## config.mk

```make
export PLATFORM = sky130hd
export DESIGN_NAME = icache_fetch
export DESIGN_NICKNAME = d
export VERILOG_FILES = /design/src/rtl/icache_fetch_pkg.sv /design/src/rtl/icache_array.sv /design/src/rtl/icache_fetch.sv
export SDC_FILE = /design/constraint.sdc
export NUM_CORES = 2
export LEC_CHECK = 0
export CAP_MARGIN = 20
export CORE_ASPECT_RATIO = 2
export CORE_MARGIN = 4
export CORE_UTILIZATION = 26
export DETAILED_ROUTE_END_ITERATION = 7
export PLACE_DENSITY = 0.5
export SYNTH_ARGS = -nofsm -noshare
export SYNTH_HDL_FRONTEND = slang
export SYNTH_SLANG_ARGS = --single-unit
```

## constraint.sdc

```tcl
create_clock -name CLK -period 4.2 [get_ports CLK]
set_input_delay 0.63 -clock CLK [delete_from_list [all_inputs] [get_ports CLK]]
set_output_delay 0.63 -clock CLK [all_outputs]
set_load 0.02 [all_outputs]
```

## src/rtl/icache_fetch_pkg.sv

```systemverilog
// Shared definitions for the direct-mapped instruction cache: state encoding,
// default geometry and the pc_addr field positions.
package icache_fetch_pkg;

  localparam int ICACHE_INDEX_BITS  = 4;
  localparam int ICACHE_OFFSET_BITS = 2;

  typedef enum logic {
    ICACHE_IDLE   = 1'b0,
    ICACHE_REFILL = 1'b1
  } icache_state_e;

  // Lowest pc_addr bit of the index field; the word offset sits just above the byte bits.
  function automatic int index_lsb(input int offset_bits);
    return 2 + offset_bits;
  endfunction

  // Lowest pc_addr bit of the tag field.
  function automatic int tag_lsb(input int index_bits, input int offset_bits);
    return 2 + offset_bits + index_bits;
  endfunction

endpackage

```

## src/rtl/icache_array.sv

```systemverilog
// Tag, valid and data storage for the instruction cache. Writes are synchronous;
// reads are combinational so a lookup completes in the same cycle.
module icache_array
  import icache_fetch_pkg::*;
#(
  parameter int INDEX_BITS  = ICACHE_INDEX_BITS,
  parameter int OFFSET_BITS = ICACHE_OFFSET_BITS,
  parameter int TAG_BITS    = 32 - 2 - INDEX_BITS - OFFSET_BITS
) (
  input  logic                   clk,
  input  logic                   rst,
  input  logic                   clear_all,
  input  logic                   line_we,
  input  logic                   word_we,
  input  logic [INDEX_BITS-1:0]  wr_index,
  input  logic [TAG_BITS-1:0]    wr_tag,
  input  logic [OFFSET_BITS-1:0] wr_offset,
  input  logic [31:0]            wr_data,
  input  logic [INDEX_BITS-1:0]  rd_index,
  input  logic [OFFSET_BITS-1:0] rd_offset,
  output logic                   rd_valid,
  output logic [TAG_BITS-1:0]    rd_tag,
  output logic [31:0]            rd_data
);

  localparam int LINES       = 1 << INDEX_BITS;
  localparam int WORDS_TOTAL = 1 << (INDEX_BITS + OFFSET_BITS);

  logic [LINES-1:0]    valid;
  logic [TAG_BITS-1:0] tag_mem  [LINES];
  logic [31:0]         data_mem [WORDS_TOTAL];

  // Clear-all takes priority so an invalidate racing a line write leaves the line invalid.
  always_ff @(posedge clk) begin
    if (rst || clear_all) begin
      valid <= '0;
    end else if (line_we) begin
      valid[wr_index] <= 1'b1;
    end
  end

  always_ff @(posedge clk) begin
    if (line_we) begin
      tag_mem[wr_index] <= wr_tag;
    end
    if (word_we) begin
      data_mem[{wr_index, wr_offset}] <= wr_data;
    end
  end

  assign rd_valid = valid[rd_index];
  assign rd_tag   = tag_mem[rd_index];
  assign rd_data  = data_mem[{rd_index, rd_offset}];

endmodule

```

## src/rtl/icache_fetch.sv

```systemverilog
// Direct-mapped instruction cache in front of instruction memory: zero-latency
// tag-checked hit path, whole-line refill from word 0 over a req/ready handshake.
//
// state         | meaning
// ICACHE_IDLE   | lookup active; a miss latches the line and starts a refill
// ICACHE_REFILL | fetching words 0..N-1 of the latched line; fetch stalled
module icache_fetch
  import icache_fetch_pkg::*;
#(
  parameter int INDEX_BITS  = ICACHE_INDEX_BITS,
  parameter int OFFSET_BITS = ICACHE_OFFSET_BITS,
  parameter int TAG_BITS    = 32 - 2 - INDEX_BITS - OFFSET_BITS
) (
  input  logic        CLK,
  input  logic        Reset,
  input  logic [31:0] pc_addr,
  input  logic        invalidate,
  output logic [31:0] instr,
  output logic        instr_valid,
  output logic        miss_stall,
  output logic        mem_req,
  output logic [31:0] mem_addr,
  input  logic        mem_ready,
  input  logic [31:0] mem_rdata
);

  localparam int IDX_LSB = index_lsb(OFFSET_BITS);
  localparam int TAG_LSB = tag_lsb(INDEX_BITS, OFFSET_BITS);
  localparam logic [OFFSET_BITS-1:0] LAST_WORD = '1;

  icache_state_e          state_q, state_d;
  logic [OFFSET_BITS-1:0] cnt_q, cnt_d;
  logic                   abort_q, abort_d;
  logic [TAG_BITS-1:0]    miss_tag_q, miss_tag_d;
  logic [INDEX_BITS-1:0]  miss_index_q, miss_index_d;

  logic [OFFSET_BITS-1:0] pc_offset;
  logic [INDEX_BITS-1:0]  pc_index;
  logic [TAG_BITS-1:0]    pc_tag;
  logic                   pc_byte_unused;

  logic                   rd_valid;
  logic [TAG_BITS-1:0]    rd_tag;
  logic [31:0]            rd_data;
  logic                   hit;
  logic                   line_we;
  logic                   word_we;

  assign pc_offset      = pc_addr[IDX_LSB-1:2];
  assign pc_index       = pc_addr[TAG_LSB-1:IDX_LSB];
  assign pc_tag         = pc_addr[31:32-TAG_BITS];
  assign pc_byte_unused = ^pc_addr[1:0];

  icache_array #(
    .INDEX_BITS (INDEX_BITS),
    .OFFSET_BITS(OFFSET_BITS),
    .TAG_BITS   (TAG_BITS)
  ) u_array (
    .clk      (CLK),
    .rst      (Reset),
    .clear_all(invalidate),
    .line_we  (line_we),
    .word_we  (word_we),
    .wr_index (miss_index_q),
    .wr_tag   (miss_tag_q),
    .wr_offset(cnt_q),
    .wr_data  (mem_rdata),
    .rd_index (pc_index),
    .rd_offset(pc_offset),
    .rd_valid (rd_valid),
    .rd_tag   (rd_tag),
    .rd_data  (rd_data)
  );

  // Reset masks the hit so the stale pre-edge valid bits never leak out.
  assign hit         = (state_q == ICACHE_IDLE) && !Reset && rd_valid && (rd_tag == pc_tag);
  assign instr_valid = hit;
  assign instr       = hit ? rd_data : 32'h0;
  assign miss_stall  = !hit;

  always_ff @(posedge CLK) begin
    if (Reset) begin
      state_q      <= ICACHE_IDLE;
      cnt_q        <= '0;
      abort_q      <= 1'b0;
      miss_tag_q   <= '0;
      miss_index_q <= '0;
    end else begin
      state_q      <= state_d;
      cnt_q        <= cnt_d;
      abort_q      <= abort_d;
      miss_tag_q   <= miss_tag_d;
      miss_index_q <= miss_index_d;
    end
  end

  always_comb begin
    state_d      = state_q;
    cnt_d        = cnt_q;
    abort_d      = abort_q;
    miss_tag_d   = miss_tag_q;
    miss_index_d = miss_index_q;
    mem_req      = 1'b0;
    mem_addr     = 32'h0;
    word_we      = 1'b0;
    line_we      = 1'b0;
    case (state_q)
      ICACHE_IDLE: begin
        abort_d = 1'b0;
        if (!hit) begin
          miss_tag_d   = pc_tag;
          miss_index_d = pc_index;
          cnt_d        = '0;
          state_d      = ICACHE_REFILL;
        end
      end
      ICACHE_REFILL: begin
        mem_req  = 1'b1;
        mem_addr = {miss_tag_q, miss_index_q, cnt_q, 2'b00};
        if (invalidate) begin
          abort_d = 1'b1;
        end
        if (mem_ready) begin
          word_we = !Reset;
          cnt_d   = cnt_q + 1'b1;
          if (cnt_q == LAST_WORD) begin
            // An invalidate seen at any point of the refill, including this cycle, discards the line.
            line_we = !Reset && !abort_q && !invalidate;
            abort_d = 1'b0;
            state_d = ICACHE_IDLE;
          end
        end
      end
      default: state_d = ICACHE_IDLE;
    endcase
  end

endmodule
```

==> run_results.csv <==
group,metric,value,unit
outcome,outcome,"complete, but fails checks",
outcome,violations,"setup timing",
clock_network,tritoncts,"done",
logic_synthesis,avgSynthCellArea,24.0,µm²
timing,fin_crit_sh,119,%
timing,slew_violations,0,
floorplan,row_count,314,
placement,place_hpwl,172000,µm
logic_synthesis,ys_types,63,
drt,wire_per_inst,30.1,µm
placement,gp_congestion,0.776,
placement,port_buffers,130,
timing,timing.fmax,199,MHz
logic_synthesis,synth-seq-cells,2480,
clock_network,clock-sinks,2480,
clock_network,clk_path_buf_depth,4,
drt,maxUsedRoutingLayer,"met5",
drt,wl_met2,162000,µm
drt,drc,0,
layout,drive_gt1_share,35.6,%
timing,rsz0062_at_grt,"true",
worst_setup_path,startpoint_type,"register",
clock_network,root_buffer,"clkbuf_16",
drt,wl_met3,9540,µm
floorplan,die_h,865,µm
worst_setup_path,reg2reg_from,"u_array.tag_mem[7][12]$_DFFE_PP_",
timing,finalCriticalPeriod,5.01,ns
timing,finalHoldViolCount,0,
logic_synthesis,netlist_area,95600,µm²
grt,grt_pass1_wl,397000,µm
power_and_ir_drop,power_density,442,nW/µm²
layout,finish.instance_area,115000,µm²
power_and_ir_drop,p_leak,35.2,nW
layout,final_common_cell,"edfxtp_1",
drt,finalWirelength,288000,µm
logic_synthesis,synth_edf_count,2432,
drt,ant_nets,0,
grt,grt_usage,15.0,%
drt,wl_met1,103000,µm
worst_setup_path,path_class,"register to output port",
placement,postPlaceCellArea,107000,µm²
logic_synthesis,synth_warnings,0,
timing,clock_skew,0.0393,ns
power_and_ir_drop,comb_power_share,5.2,%
worst_hold_path,hp-start,"mem_rdata[15]",
power_and_ir_drop,pwr-share-clk,40.9,%
drt,vias_per_cell,4.68,
floorplan,start_util,26.1,%
timing,whs,0.0543,ns
floorplan,die_w,437,µm
power_and_ir_drop,peakVddDrop,0.000368,V
timing,finalWorstSetupSlack,-0.813,ns
power_and_ir_drop,swShare,21.2,%
logic_synthesis,ys_dominant_reg_cell,"edfxtp_1",
grt,grt_max_degree,87,
drt,drtIter0Drc,3802,
power_and_ir_drop,p_int,0.0399,W
logic_synthesis,synthCells,3983,
power_and_ir_drop,seq_power_share,53.8,%
layout,layout-area-overhead-vs-synth,20.0,%
clock_network,clkSlewWorstSetupHoldPaths,0.07,ns
worst_setup_path,cp.required,3.57,ns
power_and_ir_drop,p_total,0.0507,W
clock_network,clock_latency,0.90,ns
layout,nFillCells,34700,
clock_network,cts_buffers,215,
floorplan,io_pins,135,
worst_setup_path,worstSetupEndpointType,"output port",
floorplan,die-area,378000,µm²
power_and_ir_drop,netSwitchingPower,0.0107,W
clock_network,ctsHtreeMaxLevel,4,
layout,regArea,74000,µm²
timing,relSlewSlack,23.0,%
timing,tightest_slew,1.16,ns
worst_setup_path,crit_fanout,10,
worst_setup_path,startpoint,"u_array.tag_mem[7][12]$_DFFE_PP_",
logic_synthesis,seq_area_frac_synth,77.4,%
timing,setup-violations-final,34,
drt,drtPass1Iterations,5,
drt,vias,44800,
layout,multi_input_area,21400,µm²
placement,place_ws,-1.05,ns
layout,final_cell_mix,"2,432 x edfxtp_1, 740 x mux4_2, 282 x buf_4, 216 x clkbuf_16, 144 x buf_12",
layout,final_nets,4585,
flow_run,drv_cap,0,
grt,grt_pass1_vias,48000,
worst_setup_path,critPathArrivalTime,4.38,ns
grt,antenna_found_initial,20,
floorplan,coreArea,366000,µm²
worst_hold_path,hold_path.class,"primary input to register",
grt,grt_overflow,0,
timing,finalSetupTns,-24.23,ns
logic_synthesis,async_flop_share,0,%
flip-flops by register name (all words and copies together), names as in the netlist:
signal,count
state_q,1
u_array.valid,16
u_array.tag_mem,384
u_array.data_mem,2048
miss_index_q,4
abort_q,1
cnt_q,2
miss_tag_q,24
logic make-up after synthesis:
| group | share of synthesized area (%) |
|---|---|
| DFF | 77.4 |
| muxes | 18.6 |
| and+or+nand+nor | 1.53 |
| buffers and inverters | 1.09 |
| AOI/OAI and AO/OA | 0.914 |
| xor gates and xnor gates | 0.385 |
| adders and majority gates | 0.0131 |
| other | 0.00392 |
per-stage QoR:
| step | instances | utilization, % |
|---|---|---|
| final | 9588 | 31.3 |
| after global routing | 9587 | 31.3 |
| after global placement | 9177 | 29.2 |
| after floorplan | 3984 | - |
| after CTS | 9564 | 31.2 |
| after detailed placement | 9177 | 29.2 |
repair_timing:
action | CTS | global route
resized for setup | 63 | 12
endpoints found under the hold margin | 0 | 4
setup buffers | 1 | 1
pin swaps | 4 | 2
setup endpoints to repair | 34 | 34
hold buffers | 0 | 1
path summary, 6_finish.rpt:
path | depth (start not counted) | end | slack [ns]
setup / recovery | 9 | instr[12] | -0.81
setup reg to reg | 10 | state_q$_SDFF_PP0_ | 0.59
hold reg to reg | 1 | u_array.valid[4]$_SDFFE_PP0P_ | 0.46
hold / removal | 1 | u_array.data_mem[0][15]$_DFFE_PP_ | 0.05
metal layers:
layer / track usage (%) / vias to the layer above
met4: 6.36 / 14
met3: 1.67 / 486
met2: 29.2 / 1127
met5: 0 / -
met1: 16.2 / 25100
li1: - / 18100
Yosys cell counts, types with 6 or more instances:
| cell type | instances | area (µm²) |
|---|---|---|
| xor2_1 | 12 | 105 |
| o22ai_1 | 6 | 37.5 |
| nor3_1 | 10 | 50.1 |
| mux2_2 | 7 | 78.8 |
| a211oi_2 | 19 | 238 |
| xnor2_1 | 30 | 263 |
| nand3_1 | 9 | 45.0 |
| dfxtp_1 | 48 | 961 |
| mux2i_1 | 105 | 1050 |
| nor2_1 | 86 | 323 |
| edfxtp_1 | 2432 | 73000 |
| buf_1 | 54 | 203 |
| buf_4 | 16 | 120 |
| and2_1 | 32 | 200 |
| a22oi_1 | 8 | 60.1 |
| o21a_1 | 16 | 120 |
| mux4_2 | 740 | 16700 |
| buf_2 | 29 | 145 |
| buf_6 | 9 | 101 |
| a211oi_1 | 20 | 150 |
| nor2b_1 | 35 | 219 |
| nand2b_1 | 62 | 388 |
| nand2_1 | 20 | 75.1 |
| clkbuf_1 | 109 | 409 |
power groups by stage:
stage,Combinational (W),Sequential [W],Clock [W]
after floorplan,0.00139,0.0278,0
after global placement,0.00264,0.0278,0
after detailed placement,0.00266,0.0278,0
after CTS,0.00269,0.0273,0.0213
after global routing,0.00283,0.0273,0.0222
final,0.00265,0.0273,0.0207
area by class of cell:
cell class                 count  area share [%]
sequential                  2480            64.5
multi-input combinational   1278            18.6
tap                         4898            5.35
timing repair buffer         535            5.20
clock buffer                 251            4.86
clock inverter               136            1.39
inverter                       6          0.0251
antenna                        4         0.00873
worst max-delay path, stage by stage, from the launching register on:
cell and delay [ns]:
edfxtp_1 0.42, mux4_2 0.48, mux4_2 0.51, xnor2_2 0.15, nand4_1 0.25, or4_4 0.56, or2_4 0.36, buf_12 0.21
a211oi_4 0.34, buf_6 0.19
Note: power is estimated with default switching activity, not from simulation.
